===== config.mk =====
export PLATFORM = sky130hd
export DESIGN_NAME = eth_tx_rr_arbiter
export DESIGN_NICKNAME = d
export VERILOG_FILES = /design/src/rtl/eth_tx_rr_arbiter.sv
export SDC_FILE = /design/constraint.sdc
export NUM_CORES = 1
export LEC_CHECK = 0
export CAP_MARGIN = 20
export CORE_AREA = 5 5 693 695
export CTS_BUF_LIST = sky130_fd_sc_hd__clkbuf_4 sky130_fd_sc_hd__clkbuf_8
export DETAILED_ROUTE_END_ITERATION = 10
export DIE_AREA = 0 0 698 700
export HOLD_SLACK_MARGIN = 0.12
export PLACE_DENSITY = 0.3
export SLEW_MARGIN = 10
export SYNTH_ARGS = -nofsm -noshare
export SYNTH_HDL_FRONTEND = slang
export SYNTH_SLANG_ARGS = --single-unit
export TNS_END_PERCENT = 100

===== constraint.sdc =====
create_clock -name i_clk -period 1.55 [get_ports i_clk]
set_input_delay 0.155 -clock i_clk [delete_from_list [all_inputs] [get_ports i_clk]]
set_output_delay 0.155 -clock i_clk [all_outputs]
set_load 0.02 [all_outputs]

===== src/rtl/eth_tx_rr_arbiter.sv =====
`default_nettype none
// ============================================================================
// Module      : eth_tx_rr_arbiter
// Description : Packet-level round-robin arbiter sharing the 100G MAC TX
//               AXI-Stream port among P_CHANNEL_NUM channels.
// Revision    : 1.0 - initial release
// ============================================================================
module eth_tx_rr_arbiter #(
    parameter int P_CHANNEL_NUM = 2,
    parameter int P_DATA_WIDTH  = 512,
    parameter int P_KEEP_WIDTH  = 64,
    parameter int P_ID_WIDTH    = 1
) (
    input  logic                                  i_clk,
    input  logic                                  i_rst_n,
    input  logic                                  i_link_up,
    input  logic [P_CHANNEL_NUM*P_DATA_WIDTH-1:0] i_s_axis_tdata,
    input  logic [P_CHANNEL_NUM*P_KEEP_WIDTH-1:0] i_s_axis_tkeep,
    input  logic [P_CHANNEL_NUM-1:0]              i_s_axis_tlast,
    input  logic [P_CHANNEL_NUM-1:0]              i_s_axis_tvalid,
    output logic [P_CHANNEL_NUM-1:0]              o_s_axis_tready,
    output logic [P_DATA_WIDTH-1:0]               o_m_axis_tdata,
    output logic [P_KEEP_WIDTH-1:0]               o_m_axis_tkeep,
    output logic                                  o_m_axis_tlast,
    output logic                                  o_m_axis_tvalid,
    input  logic                                  i_m_axis_tready,
    output logic [P_ID_WIDTH-1:0]                 o_grant_id,
    output logic                                  o_busy,
    output logic [31:0]                           o_pkt_cnt
);

    localparam logic [0:0]            c_IDLE      = 1'b0;
    localparam logic [0:0]            c_XFER      = 1'b1;
    // Pointer starts on the highest channel so channel 0 wins first after reset.
    localparam logic [P_ID_WIDTH-1:0] c_LAST_INIT = P_ID_WIDTH'(P_CHANNEL_NUM - 1);

    logic [0:0]              r_state;
    logic [0:0]              w_state_nxt;
    logic [P_ID_WIDTH-1:0]   r_grant_id;
    logic [P_ID_WIDTH-1:0]   r_last_grant;
    logic [31:0]             r_pkt_cnt;

    logic                    w_arb_found;
    logic [P_ID_WIDTH-1:0]   w_arb_pick;
    logic                    w_grant_load;
    logic                    w_pkt_done;

    logic [P_DATA_WIDTH-1:0] w_sel_data;
    logic [P_KEEP_WIDTH-1:0] w_sel_keep;
    logic                    w_sel_last;
    logic                    w_sel_valid;

    // First requester found scanning upward from last_grant+1, modulo channel count.
    always_comb begin : arb_search
        w_arb_found = 1'b0;
        w_arb_pick  = '0;
        for (int i = 1; i <= P_CHANNEL_NUM; i++) begin
            for (int j = 0; j < P_CHANNEL_NUM; j++) begin
                if (!w_arb_found && i_s_axis_tvalid[j] &&
                    (j == ((int'(r_last_grant) + i) % P_CHANNEL_NUM))) begin
                    w_arb_found = 1'b1;
                    w_arb_pick  = P_ID_WIDTH'(j);
                end
            end
        end
    end

    always_comb begin : sel_mux
        w_sel_data  = '0;
        w_sel_keep  = '0;
        w_sel_last  = 1'b0;
        w_sel_valid = 1'b0;
        for (int j = 0; j < P_CHANNEL_NUM; j++) begin
            if (r_grant_id == P_ID_WIDTH'(j)) begin
                w_sel_data  = i_s_axis_tdata[j*P_DATA_WIDTH +: P_DATA_WIDTH];
                w_sel_keep  = i_s_axis_tkeep[j*P_KEEP_WIDTH +: P_KEEP_WIDTH];
                w_sel_last  = i_s_axis_tlast[j];
                w_sel_valid = i_s_axis_tvalid[j];
            end
        end
    end

    always_comb begin : fsm_comb
        w_state_nxt     = r_state;
        w_grant_load    = 1'b0;
        w_pkt_done      = 1'b0;
        o_m_axis_tdata  = '0;
        o_m_axis_tkeep  = '0;
        o_m_axis_tlast  = 1'b0;
        o_m_axis_tvalid = 1'b0;
        o_s_axis_tready = '0;
        case (r_state)
            c_IDLE: begin
                if (i_link_up && w_arb_found) begin
                    w_grant_load = 1'b1;
                    w_state_nxt  = c_XFER;
                end
            end
            c_XFER: begin
                o_m_axis_tdata  = w_sel_data;
                o_m_axis_tkeep  = w_sel_keep;
                o_m_axis_tlast  = w_sel_last;
                o_m_axis_tvalid = w_sel_valid;
                for (int j = 0; j < P_CHANNEL_NUM; j++) begin
                    if (r_grant_id == P_ID_WIDTH'(j)) begin
                        o_s_axis_tready[j] = i_m_axis_tready;
                    end
                end
                // Link status is ignored here: an in-flight packet always completes.
                w_pkt_done = w_sel_valid && i_m_axis_tready && w_sel_last;
                if (w_pkt_done) begin
                    w_state_nxt = c_IDLE;
                end
            end
            default: w_state_nxt = c_IDLE;
        endcase
    end

    always_ff @(posedge i_clk) begin : fsm_reg
        if (!i_rst_n) begin
            r_state <= c_IDLE;
        end else begin
            r_state <= w_state_nxt;
        end
    end

    always_ff @(posedge i_clk) begin : grant_reg
        if (!i_rst_n) begin
            r_grant_id   <= '0;
            r_last_grant <= c_LAST_INIT;
            r_pkt_cnt    <= '0;
        end else begin
            if (w_grant_load) begin
                r_grant_id   <= w_arb_pick;
                r_last_grant <= w_arb_pick;
            end
            if (w_pkt_done) begin
                r_pkt_cnt <= r_pkt_cnt + 32'd1;
            end
        end
    end

    assign o_grant_id = r_grant_id;
    assign o_busy     = (r_state == c_XFER);
    assign o_pkt_cnt  = r_pkt_cnt;

endmodule
`default_nettype wire


==> results.py, run 1 <==
metrics = {
    "yosys": {
        "async_flop_share_pct": 0,
        "yosysWarnings": 0,
        "synth-compound-area-share_pct": 0.956,
        "syn-cell-area_mm2": 0.0117,
        "synthMuxAreaShare_pct": 49.8,
        "synth_cell_types": 36,
        "synthesis.nets": 2641,
        "synth-edff-count": 0,
        "syn_area_per_cell_um2": 7.87,
        "ys_ff_latch": 35,
        "synth_top_family_by_area": "multiplexers",
        "synthCells": 1480,
        "seq_area_frac_synth_pct": 6.01,
        "synth_flop_cell": "dfxtp_1",
        "synth_xor_area_share_pct": 1.95,
        "synth_fa_ha_area_share_pct": 0.107,
        "yosys.area_share.simple_pct": 35.7,
    },
    "setup_path": {
        "arrival_ns": 2.31,
        "end_kind": "output port",
        "critPathLaunchType": "flip-flop",
        "path_buf_inv": 4,
        "slowest_delay_ns": 0.45,
        "crit_type": "flip-flop to output port",
        "cpLargestDelayFamily": "buffers and inverters",
        "rrSetupSlack_ns": -0.55,
        "cp.required_ns": 1.39,
        "cp_slowest_cell": "mux2i_2",
        "cp_common_cell": "buf_12",
        "path_cells": "buf_16 -> buf_12 -> mux2i_2 -> nor2b_2 -> buf_4 -> buf_12",
        "cp_max_fo": 36,
    },
    "floorplanning": {
        "core_area_mm2": 0.473,
        "row_count": 253,
        "start_util_pct": 2.46,
        "fp.dieH_um": 700,
        "die_w_um": 698,
        "die_area_mm2": 0.489,
        "io_pins": 1774,
    },
    "sta": {
        "setup_violations": 642,
        "layout_worst_path_cycle_share_pct": 159,
        "period_minus_slack_ns": 2.47,
        "hold_violations": 0,
        "clock_skew_ns": 0.0222,
        "rsz0062_at_grt": "true",
        "max_slew_margin_pct": 59.5,
        "drv_slew": 0,
        "timing.fmax_ghz": 0.405,
        "tns_ns": -401.43,
        "worst_slew_pin_slew_ns": 0.591,
        "setup_ws_ns": -0.919,
    },
    "power": {
        "power_density_mw_per_mm2": 369,
        "switching_share_pct": 45.7,
        "leakagePower_nw": 17.1,
        "p_clk_share_pct": 5.5,
        "switching_power_mw": 8.25,
        "ir_drop_v": 0.000254,
        "intPower_mw": 9.81,
        "power_frac_seq_pct": 5.0,
        "p_comb_share_pct": 89.5,
        "total_power_mw": 18.1,
    },
    "job": {
        "maxCapViolations": 0,
    },
    "placed_design": {
        "place_hpwl_mm": 323,
        "finalWeightedCongestion": 0.933,
        "portBuffers": 1773,
        "dp_worst_setup_slack_ns": -0.926,
    },
    "cells_and_area": {
        "multi_input_area_mm2": 0.0134,
        "nets": 4770,
        "n_fill_cell": 54200,
        "drive_above_1_share_pct": 46.0,
        "final_common_cell": "clkdlybuf4s50_1",
        "area_growth_pct": 320,
        "regArea_um2": 751,
        "layout_common_cells": "clkdlybuf4s50_1 (1201), buf_12 (474), mux2i_1 (432), buf_4 (432), nor2b_2 (387)",
    },
    "clock_tree": {
        "root_buffer": "clkbuf_8",
        "clk_path_buf_depth": 2,
        "clk_pin_slew_ns": 0.11,
        "cts_tree": "built",
        "cts.sinks": 35,
        "postCtsHoldBufs": 0,
        "insertion_delay_ns": 0.36,
        "h-tree-depth": 2,
        "cts_buffers": 5,
    },
    "global_route": {
        "globalRouteOverflowTotal": 0,
        "grtUsageTotal_pct": 13.2,
        "grt_first_pass_wirelength_mm": 390,
        "antenna_found_initial": 223,
        "grt_pass1_vias": 22400,
        "grt_max_degree": 49,
    },
    "detailed_routing": {
        "vias": 21100,
        "routed_wl_mm": 339,
        "drc": 0,
        "highest_layer": "met5",
        "wl_met1_mm": 132,
        "wl_met2_mm": 158,
        "drt-initial-drc-count": 899,
        "wl_per_cell_um": 34.3,
        "via_per_inst": 2.13,
        "wl_met3_mm": 42.8,
        "antenna_left": 0,
        "firstDrtPassIters": 5,
    },
    "outcome": {
        "outcome": "finished with violations",
        "violations": "setup timing",
    },
    "hold_path": {
        "min_path_type": "input pin to flip-flop",
    },
}
cell usage after synthesis (3+ instances only):
library cell	n	share of area (%)
nand4_1	4	0.21
nor4_2	5	0.54
a21oi_1	6	0.26
clkbuf_1	77	2.5
xnor2_1	25	1.9
and3_1	4	0.21
o21ai_0	5	0.21
and4_1	6	0.45
nor2b_1	579	31
nor3_1	6	0.26
nand3_1	9	0.39
dfxtp_1	35	6.0
nand2_1	12	0.39
or3_1	3	0.16
inv_1	6	0.19
buf_2	54	2.3
nor2_1	31	1.0
nor4_1	6	0.32
buf_1	8	0.26
mux2i_1	580	50
layer usage:
layer	up-vias	track usage (%)
li1	9342	-
met1	9940	15.0
met2	1411	22.2
met3	384	7.39
met4	20	1.36
met5	-	0
cell families (layout without fill, tap and decap cells):
kind of cell    count (synthesis)  count (layout)
buf+inv                       147            2277
flops                          35              35
fa+ha+maj                       1               1
mux                           580             580
simple gates                  674             674
other cells                     0              31
xor+xnor                       26              26
compound gates                 17              17
layout make-up:
cell class,count,share of cell area (%)
flip-flops and latches,35,1.53
inverters,6,0.0460
well taps,6247,16.0
diodes,31,0.159
multi-input cells,1298,27.4
clock buffers,5,0.141
clock inverters,3,0.0793
repair buffers,2263,54.7
power by group through the flow:
stage / combinational [mW] / clock (mW) / sequential (mW)
after global placement: 15.9 / 0 / 0.919
final: 16.2 / 0.988 / 0.899
after global routing: 17.0 / 1.06 / 0.901
after CTS: 16.3 / 1.06 / 0.898
after floorplan: 4.16 / 0 / 0.921
after detailed placement: 15.9 / 0 / 0.920
timing repair:
action | 4_1_cts | 5_1_grt
setup endpoints to repair | 642 | 642
cloned | 1 | 6
resized for setup | 202 | 220
pin swaps | 0 | 0
setup buffers | 1 | 11
flip-flops by register name, summed over array words and instances, names as in the netlist:
signal and count:
o_grant_id 1, o_busy 1, r_last_grant 1, o_pkt_cnt 32
per-stage QoR:
step / hold WS, ns / instances / utilization, % / instance area (um2)
floorplan: 0.244 / 1480 / - / 13700
global placement: 0.480 / 9830 / 9.89 / 46800
detailed placement: 0.502 / 9830 / 9.89 / 46800
CTS: 0.374 / 9840 / 10.1 / 47800
global route: 0.416 / 9872 / 10.3 / 48900
finish: 0.403 / 9888 / 10.3 / 48900
path summary, 6_finish.rpt:
| kind | cells after the start | to | from |
|---|---|---|---|
| worst min register to register | 1 | r_last_grant$_SDFFE_PN1P_ | r_last_grant$_SDFFE_PN1P_ |
| worst min-delay path | 2 | r_last_grant$_SDFFE_PN1P_ | i_rst_n |
| worst max-delay path | 6 | o_m_axis_tdata[94] | o_grant_id$_SDFFE_PN0P_ |
| worst max register to register | 7 | o_pkt_cnt[21]$_SDFFE_PN0P_ | o_grant_id$_SDFFE_PN0P_ |
(Power assumes the default switching activity.)
==> inputs of run 2 (changes only) <==
--- a/config.mk
+++ b/config.mk
@@ -8,8 +8,10 @@
 export CAP_MARGIN = 20
 export CORE_AREA = 5 5 693 695
 export CTS_BUF_LIST = sky130_fd_sc_hd__clkbuf_4 sky130_fd_sc_hd__clkbuf_8
+export CTS_CLUSTER_DIAMETER = 60
 export DETAILED_ROUTE_END_ITERATION = 10
 export DIE_AREA = 0 0 698 700
+export GPL_ROUTABILITY_DRIVEN = 0
 export HOLD_SLACK_MARGIN = 0.12
 export PLACE_DENSITY = 0.3
 export SLEW_MARGIN = 10
==> results.py, run 2 (synthesis results as in run 1) <==
metrics = {
    "global_route": {
        "grt_pass1_vias": 22000,
        "grtUsageTotal_pct": 12.8,
        "globalRouteOverflowTotal": 0,
        "antenna_found_initial": 246,
        "grt_max_degree": 51,
        "grt_first_pass_wirelength_mm": 379,
    },
    "power": {
        "total_power_mw": 17.8,
        "power_density_mw_per_mm2": 367,
        "leakagePower_nw": 16.5,
        "ir_drop_v": 0.000464,
    },
    "detailed_routing": {
        "drc": 0,
        "drt-initial-drc-count": 1037,
        "routed_wl_mm": 328,
        "vias": 21200,
        "wl_met2_mm": 149,
        "via_per_inst": 2.16,
        "antenna_left": 0,
        "wl_met1_mm": 128,
        "highest_layer": "met5",
        "wl_met3_mm": 42.4,
        "firstDrtPassIters": 5,
        "wl_per_cell_um": 33.5,
    },
    "sta": {
        "rsz0062_at_grt": "true",
        "clock_skew_ns": 0.0361,
        "hold_ws_ns": 0.494,
        "period_minus_slack_ns": 2.50,
        "setup_violations": 642,
        "worst_slew_pin_slew_ns": 0.469,
        "timing.fmax_ghz": 0.400,
        "layout_worst_path_cycle_share_pct": 161,
        "max_slew_margin_pct": 67.8,
        "drv_slew": 0,
        "hold_violations": 0,
        "setup_ws_ns": -0.948,
    },
    "floorplanning": {
        "io_pins": 1774,
        "row_count": 253,
        "start_util_pct": 2.46,
        "die_area_mm2": 0.489,
        "core_area_mm2": 0.473,
        "die_w_um": 698,
        "fp.dieH_um": 700,
    },
    "outcome": {
        "outcome": "finished with violations",
        "violations": "setup timing",
    },
    "cells_and_area": {
        "area_growth_pct": 316,
        "nets": 4682,
        "postLayoutCellArea_mm2": 0.0484,
        "drive_above_1_share_pct": 45.8,
        "largest_register_ffs": 32,
        "final_common_cell": "clkdlybuf4s50_1",
        "layout_common_cells": "clkdlybuf4s50_1 (1225), buf_12 (445), nor2b_2 (391)",
    },
    "clock_tree": {
        "cts_buffers": 5,
        "cts_tree": "built",
        "clk_path_buf_depth": 2,
        "h-tree-depth": 2,
        "insertion_delay_ns": 0.37,
        "root_buffer": "clkbuf_8",
        "postCtsHoldBufs": 0,
        "clk_pin_slew_ns": 0.14,
        "cts.sinks": 35,
    },
    "placed_design": {
        "portBuffers": 1773,
        "dpl_cell_area_mm2": 0.0457,
        "place_hpwl_mm": 313,
    },
    "setup_path": {
        "r2r-end": "o_pkt_cnt[19]$_SDFFE_PN0P_",
        "cp.required_ns": 1.39,
        "critPathLaunchType": "flip-flop",
        "rr_worst_depth": 8,
        "crit_type": "flip-flop to output port",
        "arrival_ns": 2.34,
        "r2r_start": "o_grant_id$_SDFFE_PN0P_",
        "end_kind": "output port",
        "cp_max_fo": 19,
        "rrSetupSlack_ns": -0.77,
    },
    "hold_path": {
        "min_path_type": "input pin to flip-flop",
        "min-delay-start": "i_rst_n",
        "hold_end": "r_last_grant$_SDFFE_PN1P_",
        "hold_depth": 2,
    },
    "job": {
        "maxCapViolations": 0,
    },
}
-- run 2: cell count changes in the layout (fill, tap and decap cells not counted), moves of 4 or more --
cell	before	now
mux2i_4	64	95
buf_12	474	445
dlymetal6s2s_1	74	65
dlygate4sd2_1	27	21
clkdlybuf4s50_1	1201	1225
mux2i_2	84	101
buf_6	32	26
buf_4	432	370
nor2b_2	387	391
nor2b_4	117	112
mux2i_1	432	384
-- run 2: routing by layer --
layer / vias up / global-route usage [%]
met3: 509 / 7.28
met4: 46 / 2.13
li1: 9163 / -
met1: 9996 / 14.6
met5: - / 0
met2: 1446 / 20.9
-- run 2: layout make-up --
type                            count  area, um2
Fill cell                       54300     425000
Timing Repair Buffer             2175      25800
Multi-Input combinational cell   1298      13800
Tap cell                         6247       7820
Sequential cell                    35        751
Antenna cell                       33       82.6
Clock buffer                        5       68.8
Clock inverter                      3       47.5
Inverter                            6       22.5
-- run 2: worst max path at each step --
stage | from | to | cells past startpoint
after global placement | o_grant_id$_SDFFE_PN0P_ | o_m_axis_tdata[87] | 7
after global routing | o_grant_id$_SDFFE_PN0P_ | o_m_axis_tdata[232] | 7
after detailed placement | o_grant_id$_SDFFE_PN0P_ | o_m_axis_tdata[87] | 7
after CTS | o_grant_id$_SDFFE_PN0P_ | o_m_axis_tdata[232] | 7
final | o_grant_id$_SDFFE_PN0P_ | o_m_axis_tdata[235] | 7
after floorplan | o_grant_id$_SDFFE_PN0P_ | o_pkt_cnt[31]$_SDFFE_PN0P_ | 6
-- run 2: timing repair --
action | in CTS | in global routing
buffers inserted | 14 | 11
setup endpoints to repair | 642 | 642
resized for setup | 264 | 200
cloned | 5 | 4
-- run 2: worst max-delay path, cell delays in order (launching register included) --
cell and delay [ns]:
dfxtp_4 0.42, buf_16 0.18, buf_16 0.21, buf_4 0.23, mux2i_2 0.32, buf_4 0.17, nor2b_2 0.05, buf_12 0.15
-- run 2: metrics by stage --
stage | setup slack, ns | instances | util [%] | TNS (ns)
global route | -0.973 | 9789 | 10.2 | -478.16
detailed placement | -0.714 | 9728 | 9.66 | -211.47
finish | -0.948 | 9802 | 10.2 | -431.65
floorplan | -0.105 | 1480 | - | -0.541
CTS | -0.969 | 9755 | 10.0 | -478.75
global placement | -0.728 | 9728 | 9.66 | -207.35
-- run 2: where the power goes --
part	total (mW)	leakage [nW]	switching (mW)	internal [mW]
registers	0.900	0.295	0.00948	0.891
logic	15.8	16.1	7.46	8.31
clock network	1.10	0.0589	0.606	0.492
==> inputs of run 3 (changes only) <==
--- a/config.mk
+++ b/config.mk
@@ -9,6 +9,7 @@
 export CORE_AREA = 5 5 693 695
 export CTS_BUF_LIST = sky130_fd_sc_hd__clkbuf_4 sky130_fd_sc_hd__clkbuf_8
 export CTS_CLUSTER_DIAMETER = 60
+export CTS_CLUSTER_SIZE = 14
 export DETAILED_ROUTE_END_ITERATION = 10
 export DIE_AREA = 0 0 698 700
 export GPL_ROUTABILITY_DRIVEN = 0
==> results of run 3 <==
The final DEF is identical to that of run 2; final timing and power are the same.
